## src/rtl/img_rsz_pxl_fwd.sv

```systemverilog
// rtl/img_rsz_pxl_fwd.sv - resized pixel forwarder: streams executed blocks in raster order and flushes them
module img_rsz_pxl_fwd #(
    parameter int RSZ_IMG_WIDTH_SIZE   = 8,
    parameter int RSZ_IMG_HEIGHT_SIZE  = 8,
    parameter int RSZ_IMG_WIDTH_IDX_W  = $clog2(RSZ_IMG_WIDTH_SIZE),
    parameter int RSZ_IMG_HEIGHT_IDX_W = $clog2(RSZ_IMG_HEIGHT_SIZE),
    parameter int PXL_PRIM_COLOR_NUM   = 1,
    parameter int PXL_PRIM_COLOR_W     = 8,
    parameter int BLK_SUM_MAX_W        = 16
) (
    input  logic                                Clk,
    input  logic                                Reset,
    input  logic                                BlkIsExec [RSZ_IMG_HEIGHT_SIZE-1:0][RSZ_IMG_WIDTH_SIZE-1:0],
    input  logic [PXL_PRIM_COLOR_NUM-1:0][RSZ_IMG_HEIGHT_SIZE-1:0][RSZ_IMG_WIDTH_SIZE-1:0][BLK_SUM_MAX_W-1:0] FcBlkBuf,
    output logic [RSZ_IMG_WIDTH_SIZE-1:0]       FlushBlkXMsk,
    output logic [RSZ_IMG_HEIGHT_SIZE-1:0]      FlushBlkYMsk,
    output logic                                FlushVld,
    output logic [PXL_PRIM_COLOR_NUM-1:0][PXL_PRIM_COLOR_W-1:0] RszPxlData,
    output logic [RSZ_IMG_WIDTH_IDX_W-1:0]      RszPxlX,
    output logic [RSZ_IMG_HEIGHT_IDX_W-1:0]     RszPxlY,
    output logic                                RszPxlLast,
    output logic                                RszPxlVld,
    input  logic                                RszPxlRdy,
    output logic                                FrmDone
);

    localparam logic [RSZ_IMG_WIDTH_IDX_W-1:0]  X_LAST = RSZ_IMG_WIDTH_IDX_W'(RSZ_IMG_WIDTH_SIZE - 1);
    localparam logic [RSZ_IMG_HEIGHT_IDX_W-1:0] Y_LAST = RSZ_IMG_HEIGHT_IDX_W'(RSZ_IMG_HEIGHT_SIZE - 1);
    localparam logic [RSZ_IMG_WIDTH_SIZE-1:0]   X_ONE  = RSZ_IMG_WIDTH_SIZE'(1);
    localparam logic [RSZ_IMG_HEIGHT_SIZE-1:0]  Y_ONE  = RSZ_IMG_HEIGHT_SIZE'(1);

    typedef enum logic [0:0] {
        ST_WAIT = 1'b0,
        ST_SEND = 1'b1
    } state_t;

    state_t                                          state, state_nxt;
    logic [RSZ_IMG_WIDTH_IDX_W-1:0]                  cur_x, cur_x_nxt;
    logic [RSZ_IMG_HEIGHT_IDX_W-1:0]                 cur_y, cur_y_nxt;
    logic [PXL_PRIM_COLOR_NUM-1:0][PXL_PRIM_COLOR_W-1:0] data_nxt;
    logic [RSZ_IMG_WIDTH_IDX_W-1:0]                  pxl_x_nxt;
    logic [RSZ_IMG_HEIGHT_IDX_W-1:0]                 pxl_y_nxt;
    logic                                            last_nxt;
    logic                                            vld_nxt;
    logic                                            flush_vld_nxt;
    logic [RSZ_IMG_WIDTH_SIZE-1:0]                   xmsk_nxt;
    logic [RSZ_IMG_HEIGHT_SIZE-1:0]                  ymsk_nxt;
    logic                                            frm_done_nxt;
    logic                                            at_x_last;
    logic                                            at_y_last;

    assign at_x_last = (cur_x == X_LAST);
    assign at_y_last = (cur_y == Y_LAST);

    always_ff @(posedge Clk) begin
        if (Reset) begin
            state        <= ST_WAIT;
            cur_x        <= '0;
            cur_y        <= '0;
            RszPxlData   <= '0;
            RszPxlX      <= '0;
            RszPxlY      <= '0;
            RszPxlLast   <= 1'b0;
            RszPxlVld    <= 1'b0;
            FlushVld     <= 1'b0;
            FlushBlkXMsk <= '0;
            FlushBlkYMsk <= '0;
            FrmDone      <= 1'b0;
        end else begin
            state        <= state_nxt;
            cur_x        <= cur_x_nxt;
            cur_y        <= cur_y_nxt;
            RszPxlData   <= data_nxt;
            RszPxlX      <= pxl_x_nxt;
            RszPxlY      <= pxl_y_nxt;
            RszPxlLast   <= last_nxt;
            RszPxlVld    <= vld_nxt;
            FlushVld     <= flush_vld_nxt;
            FlushBlkXMsk <= xmsk_nxt;
            FlushBlkYMsk <= ymsk_nxt;
            FrmDone      <= frm_done_nxt;
        end
    end

    // Payload registers hold their value in SEND so the stream stays stable under backpressure;
    // flush strobe, masks and frame-done default to 0 so they are single-cycle pulses.
    always_comb begin
        state_nxt     = state;
        cur_x_nxt     = cur_x;
        cur_y_nxt     = cur_y;
        data_nxt      = RszPxlData;
        pxl_x_nxt     = RszPxlX;
        pxl_y_nxt     = RszPxlY;
        last_nxt      = RszPxlLast;
        vld_nxt       = RszPxlVld;
        flush_vld_nxt = 1'b0;
        xmsk_nxt      = '0;
        ymsk_nxt      = '0;
        frm_done_nxt  = 1'b0;
        unique case (state)
            ST_WAIT: begin
                if (BlkIsExec[cur_y][cur_x]) begin
                    for (int c = 0; c < PXL_PRIM_COLOR_NUM; c++) begin
                        data_nxt[c] = FcBlkBuf[c][cur_y][cur_x][PXL_PRIM_COLOR_W-1:0];
                    end
                    pxl_x_nxt = cur_x;
                    pxl_y_nxt = cur_y;
                    last_nxt  = at_x_last && at_y_last;
                    vld_nxt   = 1'b1;
                    state_nxt = ST_SEND;
                end
            end
            ST_SEND: begin
                if (RszPxlRdy) begin
                    vld_nxt       = 1'b0;
                    flush_vld_nxt = 1'b1;
                    xmsk_nxt      = X_ONE << cur_x;
                    ymsk_nxt      = Y_ONE << cur_y;
                    // Cursor moves past the flushed block now, so its flag (cleared a cycle later) is never re-read.
                    if (at_x_last) begin
                        cur_x_nxt = '0;
                        if (at_y_last) begin
                            cur_y_nxt    = '0;
                            frm_done_nxt = 1'b1;
                        end else begin
                            cur_y_nxt = cur_y + 1'b1;
                        end
                    end else begin
                        cur_x_nxt = cur_x + 1'b1;
                    end
                    state_nxt = ST_WAIT;
                end
            end
            default: state_nxt = ST_WAIT;
        endcase
    end

endmodule

```

## config.mk

```make
export PLATFORM = sky130hd
export DESIGN_NAME = img_rsz_pxl_fwd
export DESIGN_NICKNAME = d
export VERILOG_FILES = /design/src/rtl/img_rsz_pxl_fwd.sv
export SDC_FILE = /design/constraint.sdc
export NUM_CORES = 1
export LEC_CHECK = 0
export ABC_AREA = 1
export ABC_CLOCK_PERIOD_IN_PS = 2000
export CORE_AREA = 2 2 432 434
export DETAILED_ROUTE_END_ITERATION = 8
export DIE_AREA = 0 0 434 436
export DONT_BUFFER_PORTS = 1
export GPL_ROUTABILITY_DRIVEN = 0
export PLACE_DENSITY_LB_ADDON = 0.1
export SLEW_MARGIN = 40
export SYNTH_ARGS = -nofsm -noshare
export SYNTH_HDL_FRONTEND = slang
export SYNTH_SLANG_ARGS = --single-unit
```

## constraint.sdc

```tcl
create_clock -name Clk -period 2 [get_ports Clk]
set_input_delay 0.4 -clock Clk [delete_from_list [all_inputs] [get_ports Clk]]
set_output_delay 0.4 -clock Clk [all_outputs]
set_load 0.05 [all_outputs]
```

==> reports/results.tsv <==
stage	metric	value	unit
detailed_routing	DR vias	10947	
layout	fin area	0.0135	mm^2
clocking	CTS tree	done	
sta	endpoints failing hold	0	
yosys	top area cells in the synthesized netlist	nand2_1, nand3_1, dfxtp_1	
sta	unrepaired setup endpoints after global routing	true	
layout	area delta synth->final	79.8	%
yosys	post-synthesis net count	2639	
worst_setup_path	Max FO, Critical Path	8	
global_route	largest net degree at the start of global routing	40	
yosys	Synth cell types	22	
worst_setup_path	worst reg2reg setup slack	-0.19	ns
yosys	register area share after synthesis	0.109	
pwr	total chip power	0.00332	W
clocking	Clock Sinks	41	
worst_setup_path	worst path required time	2.21	ns
sta	Tcrit/Tclk final	1.10	
hold_path	critical hold path startpoint	Reset	
floorplan	Cell Rows	158	
hold_path	HP Class	in2reg	
sta	fin crit period	2.19	ns
pwr	Sequential Power Share	0.298	
clocking	clk buf depth	2	
floorplan	initial core utilization	0.0407	
worst_setup_path	reg-to-reg startpoint	cur_y[0]$_SDFFE_PP0P_	
yosys	Mapped Area	0.00751	mm^2
worst_setup_path	WP data arrival	2.40	ns
layout	leading cell type in the layout, fill and taps excluded	nand2_1	
run	max cap viols	0	
worst_setup_path	CP Launch Type	flip-flop	
global_route	initial antenna violation count	98	
sta	final worst setup slack	-0.193	ns
pwr	worst vdd ir	299	uV
detailed_routing	Detailed Route Iter0 Violations	495	
floorplan	I/O pins	1125	
pwr	net switching power	0.00144	W
clocking	clock root buffer	clkbuf_16	
sta	Worst Clk Skew	0.00646	ns
yosys	Synth warnings	0	
pwr	power per standard cell area	246	mW/mm^2
sta	Slew @ Worst Pin	0.600	ns
floorplan	die width	434	um
worst_setup_path	Worst path max stage delay	0.36	ns
sta	fmax	456	MHz
detailed_routing	vias per inst	2.68	
yosys	Mapped Avg Cell Area	4.88	um^2
layout	share of post-route cells with drive strength above 1	0.247	
worst_setup_path	critical path cell sequence	buf_12, buf_12, buf_12, clkbuf_16, nand2_1, nand3_2, nand3_1, nand2_2, nand2_2, nand3_1, nand2_1, nand2_1, nand2_2, nand3_2, nand2_2, nor2_1	
worst_setup_path	slowest CP cell	dfxtp_4	
worst_setup_path	critical path's top delay family	simple AND/OR/NAND/NOR gates	
floorplan	Die Height	436	um
yosys	post-synth top area cell	nand2_1	
floorplan	CORE AREA	0.185	mm^2
place	Area after DPL	0.0116	mm^2
yosys	Synth top area share	0.393	
yosys	Seq cells post-synth	41	
pwr	clock share of power	0.306	
detailed_routing	Routed WL per cell	25.0	um
clocking	TritonCTS buffer count	5	
worst_setup_path	Worst Path Buf+Inv	4	
detailed_routing	ANT nets after route	0	
worst_setup_path	reg2reg path depth	16	
global_route	vias in the first global route	11297	
pwr	Leakage	5.05	nW
sta	final setup fails	17	
status	violated checks	negative setup slack	
worst_setup_path	worst r2r dst	RszPxlData[4]$_SDFFE_PP0P_	
global_route	Tot GR Track Use	0.102	
sta	pins over their slew limit	0	
yosys	Gate Count Post-Synth	1538	
hold_path	hold worst-path end	FrmDone$_SDFF_PP0_	
sta	Rel. slew slack	0.599	
detailed_routing	WL final	102	mm
pwr	switching part of the total power	0.432	
worst_setup_path	CP most frequent cell	nand2_2	
clocking	H-tree depth	2	
sta	worst hold slack	0.187	ns
clocking	Post-CTS Hold Buffers	0	
floorplan	die area	0.189	mm^2
global_route	first-pass GRT wire length	123	mm
layout	most frequent cells in the layout	nand2_1, nand3_1, nand3_2	
pwr	Internal	0.00189	W
place	port bufs	0	
clocking	clk_lat worst skew	0.31	ns
detailed_routing	Post-route DRC	0	
worst_setup_path	Crit Path Category	reg2reg	
hold_path	Hold Path Stages	1	
place	DP HPWL	87.5	mm
global_route	GRT Residual Overflow	0	
clocking	clk slew on worst S/H paths	0.07	ns
pwr	combinational share of power	0.396	
detailed_routing	first drt pass iteration count	5	
layout	Final #Nets	2694	
worst_setup_path	Critical Path Sink Type	flip-flop	
status	outcome	finished with violations	
==> state kept, by name, summed over array words and instances (netlist names) <==
| signal | flops |
|---|---|
| FlushBlkXMsk | 8 |
| FlushBlkYMsk | 8 |
| RszPxlData | 8 |
| RszPxlX | 3 |
| RszPxlY | 3 |
| cur_x | 3 |
| cur_y | 3 |
| FlushVld | 1 |
| FrmDone | 1 |
| RszPxlLast | 1 |
| RszPxlVld | 1 |
| state | 1 |
==> layout make-up <==
class	count	area, um^2
Antenna cell	13	32.5
Clock buffer	5	125
Clock inverter	3	45.0
Fill cell	22085	171000
Inverter	22	119
Multi-Input combinational cell	1342	6740
Sequential cell	41	833
Tap cell	2480	3100
Timing Repair Buffer	179	2480
Timing Repair inverter	2	27.5
==> worst max-delay path by stage <==
stage	from	slack, ns	cells past startpoint	end
final	cur_y[0]$_SDFFE_PP0P_	-0.19	16	RszPxlData[4]$_SDFFE_PP0P_
after global routing	cur_y[0]$_SDFFE_PP0P_	-0.33	18	RszPxlData[5]$_SDFFE_PP0P_
after CTS	cur_y[0]$_SDFFE_PP0P_	-0.29	17	RszPxlData[3]$_SDFFE_PP0P_
after detailed placement	cur_y[0]$_SDFFE_PP0P_	-0.58	15	RszPxlData[6]$_SDFFE_PP0P_
after floorplan	cur_y[0]$_SDFFE_PP0P_	0.31	17	RszPxlData[7]$_SDFFE_PP0P_
after global placement	cur_y[0]$_SDFFE_PP0P_	-0.61	15	RszPxlData[6]$_SDFFE_PP0P_
==> per-layer routing <==
| layer | routed length, um | part of all wire | vias to the layer above | global-route usage |
|---|---|---|---|---|
| met5 | 279 | 0.0027 | - | 0 |
| li1 | - | - | 5132 | - |
| met2 | 52500 | 0.51 | 513 | 0.190 |
| met3 | 6680 | 0.065 | 161 | 0.0249 |
| met1 | 41400 | 0.41 | 5097 | 0.120 |
| met4 | 1290 | 0.013 | 44 | 0.00986 |
==> Yosys cell counts, drive strengths merged <==
cell type	count
a211oi	2
a21oi	18
buf	118
clkbuf	15
clkinv	1
dfxtp	41
ha	10
inv	21
nand2	786
nand3	487
nor2	33
nor3	1
o21ai	4
o21bai	1
==> kinds of logic (layout without fill, tap and decap cells) <==
kind of cell,count (synthesis),in the layout,share of synthesized area
flip-flops,41,41,0.109
adder cells (fa/ha/maj),10,10,0.0167
buffers and inverters,155,211,0.121
other,0,13,0
AND/OR/NAND/NOR,1307,1307,0.735
AO/OA/AOI/OAI,25,25,0.0177
==> power by group through the flow <==
stage | clock [W] | combinational, W | sequential (W)
3_5_place_dp | 0 | 0.00124 | 0.00101
5_1_grt | 0.00108 | 0.00147 | 0.000996
4_1_cts | 0.00108 | 0.00134 | 0.000994
2_1_floorplan | 0 | 0.000553 | 0.00108
3_3_place_gp | 0 | 0.00125 | 0.00101
6_report | 0.00102 | 0.00132 | 0.000989
==> what timing repair did <==
action	CTS	global route
setup endpoints to repair	17	17
gates resized for setup	129	135
pin swaps	16	52
cloned	9	10
buffers inserted	7	8
==> stage by stage <==
step	utilization	instances	worst slack (ns)	setup TNS (ns)
2_1_floorplan	-	1538	0.314	0
3_3_place_gp	0.0626	4038	-0.610	-8.15
3_5_place_dp	0.0626	4038	-0.576	-7.60
4_1_cts	0.0683	4061	-0.291	-4.21
5_1_grt	0.0730	4076	-0.333	-5.06
6_report	0.0731	4087	-0.193	-2.45
No activity file was read; power rests on OpenSTA's default activity.
